--- config.mk ---
export PLATFORM = sky130hd
export DESIGN_NAME = rca_pipe_addsub
export DESIGN_NICKNAME = d
export VERILOG_FILES = /design/src/rtl/rca_pipe_addsub.sv
export SDC_FILE = /design/constraint.sdc
export NUM_CORES = 1
export LEC_CHECK = 0
export BUFFER_PORTS_ARGS = -buffer_cell sky130_fd_sc_hd__buf_4
export CORE_MARGIN = 1.5
export CORE_UTILIZATION = 40
export DETAILED_ROUTE_END_ITERATION = 10
export GPL_ROUTABILITY_DRIVEN = 0
export SYNTH_ARGS = -nofsm -noshare
export SYNTH_HDL_FRONTEND = slang
export SYNTH_SLANG_ARGS = --single-unit
--- constraint.sdc ---
create_clock -name clk -period 5.2 [get_ports clk]
set_input_delay 0.26 -clock clk [delete_from_list [all_inputs] [get_ports clk]]
set_output_delay 0.26 -clock clk [all_outputs]
set_load 0.01 [all_outputs]
--- src/rtl/rca_pipe_addsub.sv ---
// rtl/rca_pipe_addsub.sv - pipelined ripple-carry adder/subtractor with valid/ready handshake
// Purpose: WIDTH-bit add/subtract split into STAGES ripple slices, each slice
//   separated by a register rank holding the inter-slice carry.
// Ports:
//   clk, rst             : rising-edge clock, synchronous active-high reset
//   in_valid, in_ready   : input handshake qualifying A, B, C, SUB
//   A, B                 : operands
//   C                    : carry-in (add) / borrow-in (subtract)
//   SUB                  : 0 = add, 1 = subtract
//   out_valid, out_ready : output handshake qualifying S, cout, ovf
//   S                    : sum / difference modulo 2^WIDTH
//   cout                 : raw carry out of the MSB (1 = no borrow when subtracting)
//   ovf                  : two's-complement signed overflow
module rca_pipe_addsub #(
  parameter int WIDTH  = 8,
  parameter int STAGES = 2
) (
  input  logic             clk,
  input  logic             rst,
  input  logic             in_valid,
  output logic             in_ready,
  input  logic [WIDTH-1:0] A,
  input  logic [WIDTH-1:0] B,
  input  logic             C,
  input  logic             SUB,
  output logic             out_valid,
  input  logic             out_ready,
  output logic [WIDTH-1:0] S,
  output logic             cout,
  output logic             ovf
);

  localparam int SLICE = WIDTH / STAGES;
  localparam int LAST  = STAGES - 1;

  if (WIDTH < 1 || STAGES < 1 || (WIDTH % STAGES) != 0) begin : g_param_check
    $error("rca_pipe_addsub: WIDTH must be >= 1 and an exact multiple of STAGES");
  end

  logic             stall;
  logic [WIDTH-1:0] b_eff;
  logic             cin_eff;

  // Subtraction is A + ~B + ~C, so a borrow-in of 1 removes the implicit +1.
  assign b_eff   = SUB ? ~B : B;
  assign cin_eff = SUB ? ~C : C;

  // The whole pipeline freezes as one unit while the output is held.
  assign stall    = out_valid && !out_ready;
  assign in_ready = !stall;

  for (genvar k = 0; k < STAGES; k++) begin : g_stage
    logic [WIDTH-1:0] a_i;
    logic [WIDTH-1:0] b_i;
    logic [WIDTH-1:0] s_i;
    logic             c_i;
    logic             v_i;
    logic [SLICE:0]   sum;
    logic [WIDTH-1:0] s_n;
    logic [WIDTH-1:0] a_q;
    logic [WIDTH-1:0] b_q;
    logic [WIDTH-1:0] s_q;
    logic             c_q;
    logic             v_q;

    if (k == 0) begin : g_head
      assign a_i = A;
      assign b_i = b_eff;
      assign s_i = '0;
      assign c_i = cin_eff;
      assign v_i = in_valid;
    end else begin : g_body
      // Operands travel whole so upper slices stay skewed with their carry;
      // finished lower result slices travel alongside so the output is aligned.
      assign a_i = g_stage[k-1].a_q;
      assign b_i = g_stage[k-1].b_q;
      assign s_i = g_stage[k-1].s_q;
      assign c_i = g_stage[k-1].c_q;
      assign v_i = g_stage[k-1].v_q;
    end

    assign sum = {1'b0, a_i[k*SLICE +: SLICE]}
               + {1'b0, b_i[k*SLICE +: SLICE]}
               + {{SLICE{1'b0}}, c_i};

    always_comb begin
      s_n                   = s_i;
      s_n[k*SLICE +: SLICE] = sum[SLICE-1:0];
    end

    always_ff @(posedge clk) begin
      if (rst) begin
        v_q <= 1'b0;
        c_q <= 1'b0;
        a_q <= '0;
        b_q <= '0;
        s_q <= '0;
      end else if (!stall) begin
        v_q <= v_i;
        // Data registers only move with a real operation; bubbles leave them idle.
        if (v_i) begin
          a_q <= a_i;
          b_q <= b_i;
          s_q <= s_n;
          c_q <= sum[SLICE];
        end
      end
    end
  end

  assign out_valid = g_stage[LAST].v_q;
  assign S         = g_stage[LAST].s_q;
  assign cout      = g_stage[LAST].c_q;
  // Overflow uses the effective B operand, so it covers add and subtract alike.
  assign ovf       = (g_stage[LAST].a_q[WIDTH-1] == g_stage[LAST].b_q[WIDTH-1]) &&
                     (g_stage[LAST].s_q[WIDTH-1] != g_stage[LAST].a_q[WIDTH-1]);

endmodule
==> flow_summary.toml, run 1 <==
[synth]
netlist_area_mm2 = 0.00139
ys_ff_latch = 26
avgSynthCellArea_um2 = 9.01
synth_fp_nets = 186
synth_cell_types = 29
ys_seq_area_frac = 0.375
yosys_warnings = 0
synthCells = 154

[global_routing]
grt.overflow.total = 0
grt_pass1_wl_um = 4840
antenna_found_initial = 0
grt_util_all_layers = 0.173
grt_pass1_vias = 1138
grt_max_degree = 31

[die]
pin_count = 34
rows = 21
die_width_um = 61.9
die-area_mm2 = 0.00383
dieHeight_um = 61.9
core-area_mm2 = 0.00334
initial_core_util = 0.416

[drt]
wl_per_cell_um = 13.4
num_vias = 1185
detail-route-antenna-nets = 0
viasPerCell = 5.24
drt_iter0_markers = 19
drc = 0
firstDrtPassIters = 4
routed_wirelength_um = 3030

[setup_path]
startpoint = "out_valid$_SDFFE_PP0N_"
critPathBufInv = 2
criticalPathCategory = "register to output pin"
timing.rr.start = "g_stage[0].a_q[4]$_SDFFE_PP0P_"
worstPathMaxFanout = 26
r2r_slack_ns = 3.56
cp_data_required_time_ns = 4.94
slowest_stage = "nor2b_4"
startpoint_type = "register"
critical-path-top-delay-family = "simple AND/OR/NAND/NOR gates"
path_cells = "nor2b_4 -> inv_4 -> buf_4"
critical_path.max_stage_delay_ns = 0.46
cp.arrival_ns = 1.59
crit_path_end_kind = "output pin"

[pwr]
peakVddDrop_uv = 86.4
clockPowerShare = 0.246
powerDensity_mw_per_mm2 = 255
p_sw_frac = 0.283
cell_internal_pwr_uw = 303
combPwrFrac = 0.225
pwr-share-seq = 0.529
p_leak_nw = 0.656
switchingPower_uw = 120
power_uw = 423

[sta]
fin_crit_ns = 1.85
skew_ns = 0.0112
max_freq_mhz = 541
fin_crit_sh = 0.356
worst_pin_slew_ns = 0.501
max_slew_margin = 0.665
rsz0062_at_grt = "false"
fin_tns_setup_ns = 0
hold_viol_final = 0
finalSetupViolCount = 0
slew_violations = 0
setup_ws_ns = 3.35

[run]
max-cap-violations = 0

[cts]
cts_resized = 0
cts_tree = "yes"
root_buffer = "clkbuf_4"
post_cts_buffers = 0
hold_buffers = 0
path_clk_slew_ns = 0.15
htreeDepth = 1
numCtsBuffers = 3
clock_path_buffers = 2
clk_latency_ns = 0.33
clock-sinks = 26

[cells_and_area]
antennaDiodeCount = 0
fill_cells = 340
final_nets = 213
multi_input_area_um2 = 771
syn2layout_area_growth_pct = 19.5
drive_gt1_frac = 0.239
regArea_um2 = 520

[worst_hold_path]
hold_class = "input pin to register"
hp-start = "A[6]"

[placement]
place_hpwl_um = 2160
pre_cts_ws_ns = 3.15
io_buffers = 33

[outcome]
status = "finished clean"
-- synthesized netlist by cell type (all sizes together) --
cell,number,area (µm²)
nand2,6,22.5
nand4b,2,17.5
a21o,1,7.51
or2,2,12.5
a211oi,8,75.1
inv,6,25.0
nand3,16,80.1
nand2b,2,12.5
xor2,6,52.6
buf,10,66.3
ha,6,75.1
dfxtp,26,521
fa,4,80.1
clkbuf,1,5.00
nor2b,2,20.0
a21oi,26,130
o21ai,16,80.1
nor3,2,10.0
nor2,3,11.3
xnor2,5,43.8
o221ai,2,17.5
a2111o,2,22.5
-- power groups by stage --
stage / registers (mW) / logic (mW) / clock network [mW]
2_1_floorplan: 0.227 / 0.0645 / 0
4_1_cts: 0.224 / 0.0968 / 0.106
3_5_place_dp: 0.228 / 0.0964 / 0
6_report: 0.224 / 0.0953 / 0.104
5_1_grt: 0.226 / 0.107 / 0.113
3_3_place_gp: 0.228 / 0.0948 / 0
-- kinds of logic after synthesis --
| group | count (synthesis) | share of synthesized area |
|---|---|---|
| compound gates | 55 | 0.240 |
| xor+xnor | 11 | 0.0694 |
| fa+ha+maj | 10 | 0.112 |
| buf+inv | 17 | 0.0694 |
| flops | 26 | 0.375 |
| simple gates | 35 | 0.134 |
-- metrics by stage --
stage / hold WS [ns] / std cells / cell area (µm²) / util
global route: 0.180 / 226 / 1660 / 0.497
detailed placement: 0.462 / 222 / 1620 / 0.486
CTS: 0.185 / 226 / 1660 / 0.497
finish: 0.186 / 226 / 1660 / 0.497
floorplan: 0.420 / 154 / 1390 / -
global placement: 0.458 / 222 / 1620 / 0.486
-- state kept, by name (all words and copies together), names as in the netlist --
signal and cells:
cout 1, S 8, out_valid 1, g_stage.s_q 4, g_stage.c_q 1, g_stage.v_q 1
g_stage.b_q 5, g_stage.a_q 5
-- cell type report --
type,instances,share of cell area
clock buffers,4,0.0219
repair buffers,33,0.149
multi-input cells,111,0.465
inverters,6,0.0151
well taps,46,0.0347
flip-flops and latches,26,0.314
-- layer usage --
layer,GRT usage,up-vias,share of wire
met5,0,-,0
met4,0.0851,0,0.020
met3,0.0269,6,0.033
met2,0.310,31,0.50
met1,0.201,547,0.44
li1,-,601,-
-- placed cells by master (no fill, tap or decap), drive strengths merged, types with 3 or more instances in the layout --
| cell | Yosys | layout |
|---|---|---|
| buf | 10 | 33 |
| o21ai | 16 | 16 |
| a21oi | 26 | 26 |
| nor2 | 3 | 3 |
| nand3 | 16 | 16 |
| fa | 4 | 4 |
| xor2 | 6 | 6 |
| dfxtp | 26 | 26 |
| nand2 | 6 | 6 |
| inv | 6 | 6 |
| xnor2 | 5 | 5 |
| clkbuf | 1 | 4 |
| a211oi | 8 | 8 |
| ha | 6 | 6 |
-- tightest hold or removal path: stages --
cell and delay (ns):
buf_4 0.11, nand3_1 0.07, a21oi_1 0.05
-- worst paths after layout --
| kind | endpoint | depth (start not counted) |
|---|---|---|
| max | in_ready | 3 |
| min | g_stage[0].a_q[6]$_SDFFE_PP0P_ | 3 |
| max reg2reg | cout$_SDFFE_PP0P_ | 6 |
| min reg2reg | S[3]$_SDFFE_PP0P_ | 2 |
No activity file was read; power rests on OpenSTA's default activity.
==> run 2: changes to the inputs <==
- PLACE_DENSITY: unset -> 0.65
- clock period: 5.2 -> 1.65 ns (I/O delays scaled with it)
==> flow_summary.toml, run 2 (synthesis results as in run 1) <==
[outcome]
status = "finished clean"

[sta]
worst_pin_slew_ns = 0.412
setup_ws_ns = 0.0977
max_freq_mhz = 644
fin_hold_ws_ns = 0.0212
skew_ns = 0.00575
max_slew_margin = 0.724
fin_tns_setup_ns = 0
fin_crit_sh = 0.941
fin_crit_ns = 1.55
slew_violations = 0
finalSetupViolCount = 0
hold_viol_final = 0
rsz0062_at_grt = "false"

[die]
dieHeight_um = 61.9
core-area_mm2 = 0.00334
initial_core_util = 0.416
pin_count = 34
rows = 21
die-area_mm2 = 0.00383
die_width_um = 61.9

[cts]
post_cts_buffers = 0
cts_resized = 0
clk_latency_ns = 0.32
path_clk_slew_ns = 0.14
clock-sinks = 26
cts_tree = "yes"
hold_buffers = 0
root_buffer = "clkbuf_4"
clock_path_buffers = 2
numCtsBuffers = 3
htreeDepth = 1

[global_routing]
grt_pass1_wl_um = 5080
grt_util_all_layers = 0.179
grt.overflow.total = 0
grt_pass1_vias = 1140
antenna_found_initial = 0
grt_max_degree = 31

[setup_path]
startpoint_type = "register"
slowest_stage = "fa_1"
criticalPathCategory = "register to register"
reg2regPathDepth = 4
critical_path.max_stage_delay_ns = 0.45
cp_data_required_time_ns = 1.91
crit_path_end_kind = "register"
cp.arrival_ns = 1.81
path_cells = "fa_1 -> inv_1 -> fa_1 -> a211oi_2"
cpMostUsedCell = "fa_1"
worstPathMaxFanout = 2

[cells_and_area]
largest_reg_flops = 8
drive_gt1_frac = 0.268
fill_cells = 319
final_common_cell = "buf_4"
final_cell_mix = "buf_4, a21oi_1, dfxtp_1"
antennaDiodeCount = 0
final_nets = 216
syn2layout_area_growth_pct = 21.6

[placement]
place_hpwl_um = 2170
io_buffers = 33
pre_cts_ws_ns = -0.0321

[drt]
routed_wirelength_um = 2990
drt_iter0_markers = 40
viasPerCell = 5.22
drc = 0
detail-route-antenna-nets = 0
num_vias = 1195
firstDrtPassIters = 4
wl_per_cell_um = 13.1

[run]
max-cap-violations = 0

[worst_hold_path]
hold_class = "input pin to register"
hold_depth = 3

[pwr]
peakVddDrop_uv = 271
powerDensity_mw_per_mm2 = 795
p_leak_nw = 0.670
[run 2: cell types whose count changed in the layout (fill, tap and decap cells not counted)]
cell,previous run,this run
buf_4,33,36
fa_1,4,2
dfxtp_1,26,25
fa_2,0,2
dfxtp_2,0,1
o21ai_0,16,15
o21ai_1,0,1
[run 2: final timing paths]
path                                                      from                              to  slack, ns
worst min-delay path                                      A[4]  g_stage[0].a_q[4]$_SDFFE_PP0P_       0.02
worst min register to register  g_stage[0].s_q[2]$_SDFFE_PP0P_               S[2]$_SDFFE_PP0P_       0.47
worst max-delay path            g_stage[0].a_q[4]$_SDFFE_PP0P_               S[5]$_SDFFE_PP0P_        0.1
worst max register to register  g_stage[0].a_q[4]$_SDFFE_PP0P_               S[5]$_SDFFE_PP0P_        0.1
[run 2: area by class of cell]
class | count | area [µm²] | share of cell area
Clock buffer | 4 | 36.3 | 0.0215
Inverter | 6 | 25.0 | 0.0148
Multi-Input combinational cell | 111 | 776 | 0.460
Sequential cell | 26 | 522 | 0.309
Tap cell | 46 | 57.6 | 0.0341
Timing Repair Buffer | 36 | 270 | 0.160
[run 2: report_power, final]
part / internal (mW) / switching (mW) / total, mW / leakage [nW]
logic: 0.156 / 0.164 / 0.320 / 0.435
clock network: 0.135 / 0.187 / 0.322 / 0.0210
registers: 0.674 / 0.0250 / 0.699 / 0.214
[run 2: worst max-delay path: cells and delay by family (launching register included)]
family | cells | cell delay (ns)
AO/OA/AOI/OAI | 1 | 0.18
adder cells (fa/ha/maj) | 2 | 0.87
buffers and inverters | 1 | 0.09
flip-flops | 1 | 0.35
[run 2: per-layer routing]
metal  vias to the layer above  GRT usage  share of wire
li1                        612          -              -
met1                       550      0.215           0.44
met2                        26      0.322           0.51
met3                         7     0.0207          0.025
met4                         0     0.0729          0.023
met5                         -          0              0
[run 2: through the flow]
step	utilization	instances	area, µm²	total power, mW
finish	0.505	229	1690	1.34
global route	0.505	229	1690	1.42
CTS	0.505	229	1690	1.35
detailed placement	0.494	225	1650	1.03
global placement	0.494	225	1650	1.02
floorplan	-	154	1390	0.920
==> run 3: changes to the inputs <==
- clock period: 1.65 -> 1.3 ns (I/O delays scaled with it)
==> flow_summary.toml, run 3 (synthesis results as in run 1) <==
[outcome]
status = "complete, but fails checks"
violations = "negative setup slack"

[sta]
worst_pin_slew_ns = 0.325
skew_ns = 0.0107
slew_violations = 0
max_slew_margin = 0.783
setup_ws_ns = -0.213
fin_crit_ns = 1.51
fin_hold_ws_ns = 0.0119
hold_viol_final = 0
rsz0062_at_grt = "true"
max_freq_mhz = 661
finalSetupViolCount = 5
fin_crit_sh = 1.16
fin_tns_setup_ns = -0.635

[drt]
detail-route-antenna-nets = 0
num_vias = 1261
drt_iter0_markers = 41
drc = 0
firstDrtPassIters = 5
routed_wirelength_um = 3340
wl_per_cell_um = 13.8
viasPerCell = 5.21

[setup_path]
critical_path.max_stage_delay_ns = 0.37
cp.arrival_ns = 1.78
crit_path_end_kind = "register"
criticalPathCategory = "register to register"
worstPathMaxFanout = 2
cp_data_required_time_ns = 1.57
slowest_stage = "dfxtp_2"
startpoint_type = "register"
path_cells = "fa_2 -> inv_2 -> fa_2 -> buf_4 -> xnor2_2 -> nand3_1 -> a21oi_2"
cpMostUsedCell = "fa_2"

[pwr]
peakVddDrop_uv = 412
p_leak_nw = 0.737
powerDensity_mw_per_mm2 = 936
power_mw = 1.72

[cts]
clock_path_buffers = 2
htreeDepth = 1
clock-sinks = 26
path_clk_slew_ns = 0.15
clk_latency_ns = 0.32
numCtsBuffers = 3
cts_tree = "yes"
root_buffer = "clkbuf_4"

[placement]
dp.cells = 232
io_buffers = 33
pre_cts_ws_ns = -0.449
place_hpwl_um = 2320

[global_routing]
grt_pass1_wl_um = 5240
grt_max_degree = 31
antenna_found_initial = 0
grt_pass1_vias = 1176
grt.overflow.total = 0
grt_util_all_layers = 0.187

[cells_and_area]
syn2layout_area_growth_pct = 32.6
final_common_cell = "buf_4"
fill_cells = 325
antennaDiodeCount = 0
largest_reg_flops = 8
final_nets = 230
final_cell_mix = "buf_4, a21oi_1, dfxtp_1"
drive_gt1_frac = 0.383
layoutNonFillerInstCount = 242

[die]
die-area_mm2 = 0.00383
rows = 21
dieHeight_um = 61.9
initial_core_util = 0.416
die_width_um = 61.9
core-area_mm2 = 0.00334
pin_count = 34

[worst_hold_path]
hold_class = "input pin to register"

[run]
max-cap-violations = 0
[run 3: timing repair]
action,in CTS,in global routing
gates cloned,0,1
pin swaps,6,5
resized for setup,7,5
hold endpoints to repair,2,0
hold buffers,2,0
setup buffers,1,3
setup endpoints to repair,6,7
[run 3: cell type report]
cell class / instances / area, µm² / area share
Multi-Input combinational cell: 111 / 823 / 0.447
Tap cell: 46 / 57.6 / 0.0313
Inverter: 6 / 30.0 / 0.0163
Clock buffer: 3 / 22.5 / 0.0122
Timing Repair inverter: 1 / 6.26 / 0.00340
Sequential cell: 26 / 528 / 0.287
Timing Repair Buffer: 49 / 373 / 0.203
[run 3: critical path: cells and delay by family, from the launching register on]
family / cells / cell delay, ns
xor gates and xnor gates: 1 / 0.13
DFF: 1 / 0.37
AOI/OAI and AO/OA: 1 / 0.12
buffers and inverters: 2 / 0.20
adders and majority gates: 2 / 0.57
and+or+nand+nor: 1 / 0.09
[run 3: report_power, final]
group | switching, mW | total (mW) | internal, mW | leakage [nW]
sequential | 0.0346 | 0.892 | 0.857 | 0.216
clock | 0.236 | 0.345 | 0.108 | 0.0138
combinational | 0.235 | 0.485 | 0.250 | 0.508
total | 0.506 | 1.72 | 1.22 | 0.737
[run 3: per-stage QoR]
stage	area, µm²	utilization
floorplan	1420	-
global placement	1720	0.514
detailed placement	1720	0.514
CTS	1790	0.537
global route	1840	0.552
finish	1840	0.552
[run 3: worst paths after layout]
| check | cells past startpoint | startpoint | slack, ns | to |
|---|---|---|---|---|
| worst min-delay path | 3 | A[6] | 0.01 | g_stage[0].a_q[6]$_SDFFE_PP0P_ |
| worst max-delay path | 7 | g_stage[0].b_q[4]$_SDFFE_PP0P_ | -0.21 | S[6]$_SDFFE_PP0P_ |
| worst min register to register | 2 | g_stage[0].s_q[2]$_SDFFE_PP0P_ | 0.48 | S[2]$_SDFFE_PP0P_ |
| worst max register to register | 7 | g_stage[0].b_q[4]$_SDFFE_PP0P_ | -0.21 | S[6]$_SDFFE_PP0P_ |
[run 3: metal layers]
layer	share of wire	global-route usage	vias up
met4	0.0051	0.0547	0
met5	0	0	-
met2	0.53	0.344	35
met3	0.035	0.0186	2
li1	-	-	632
met1	0.43	0.230	592
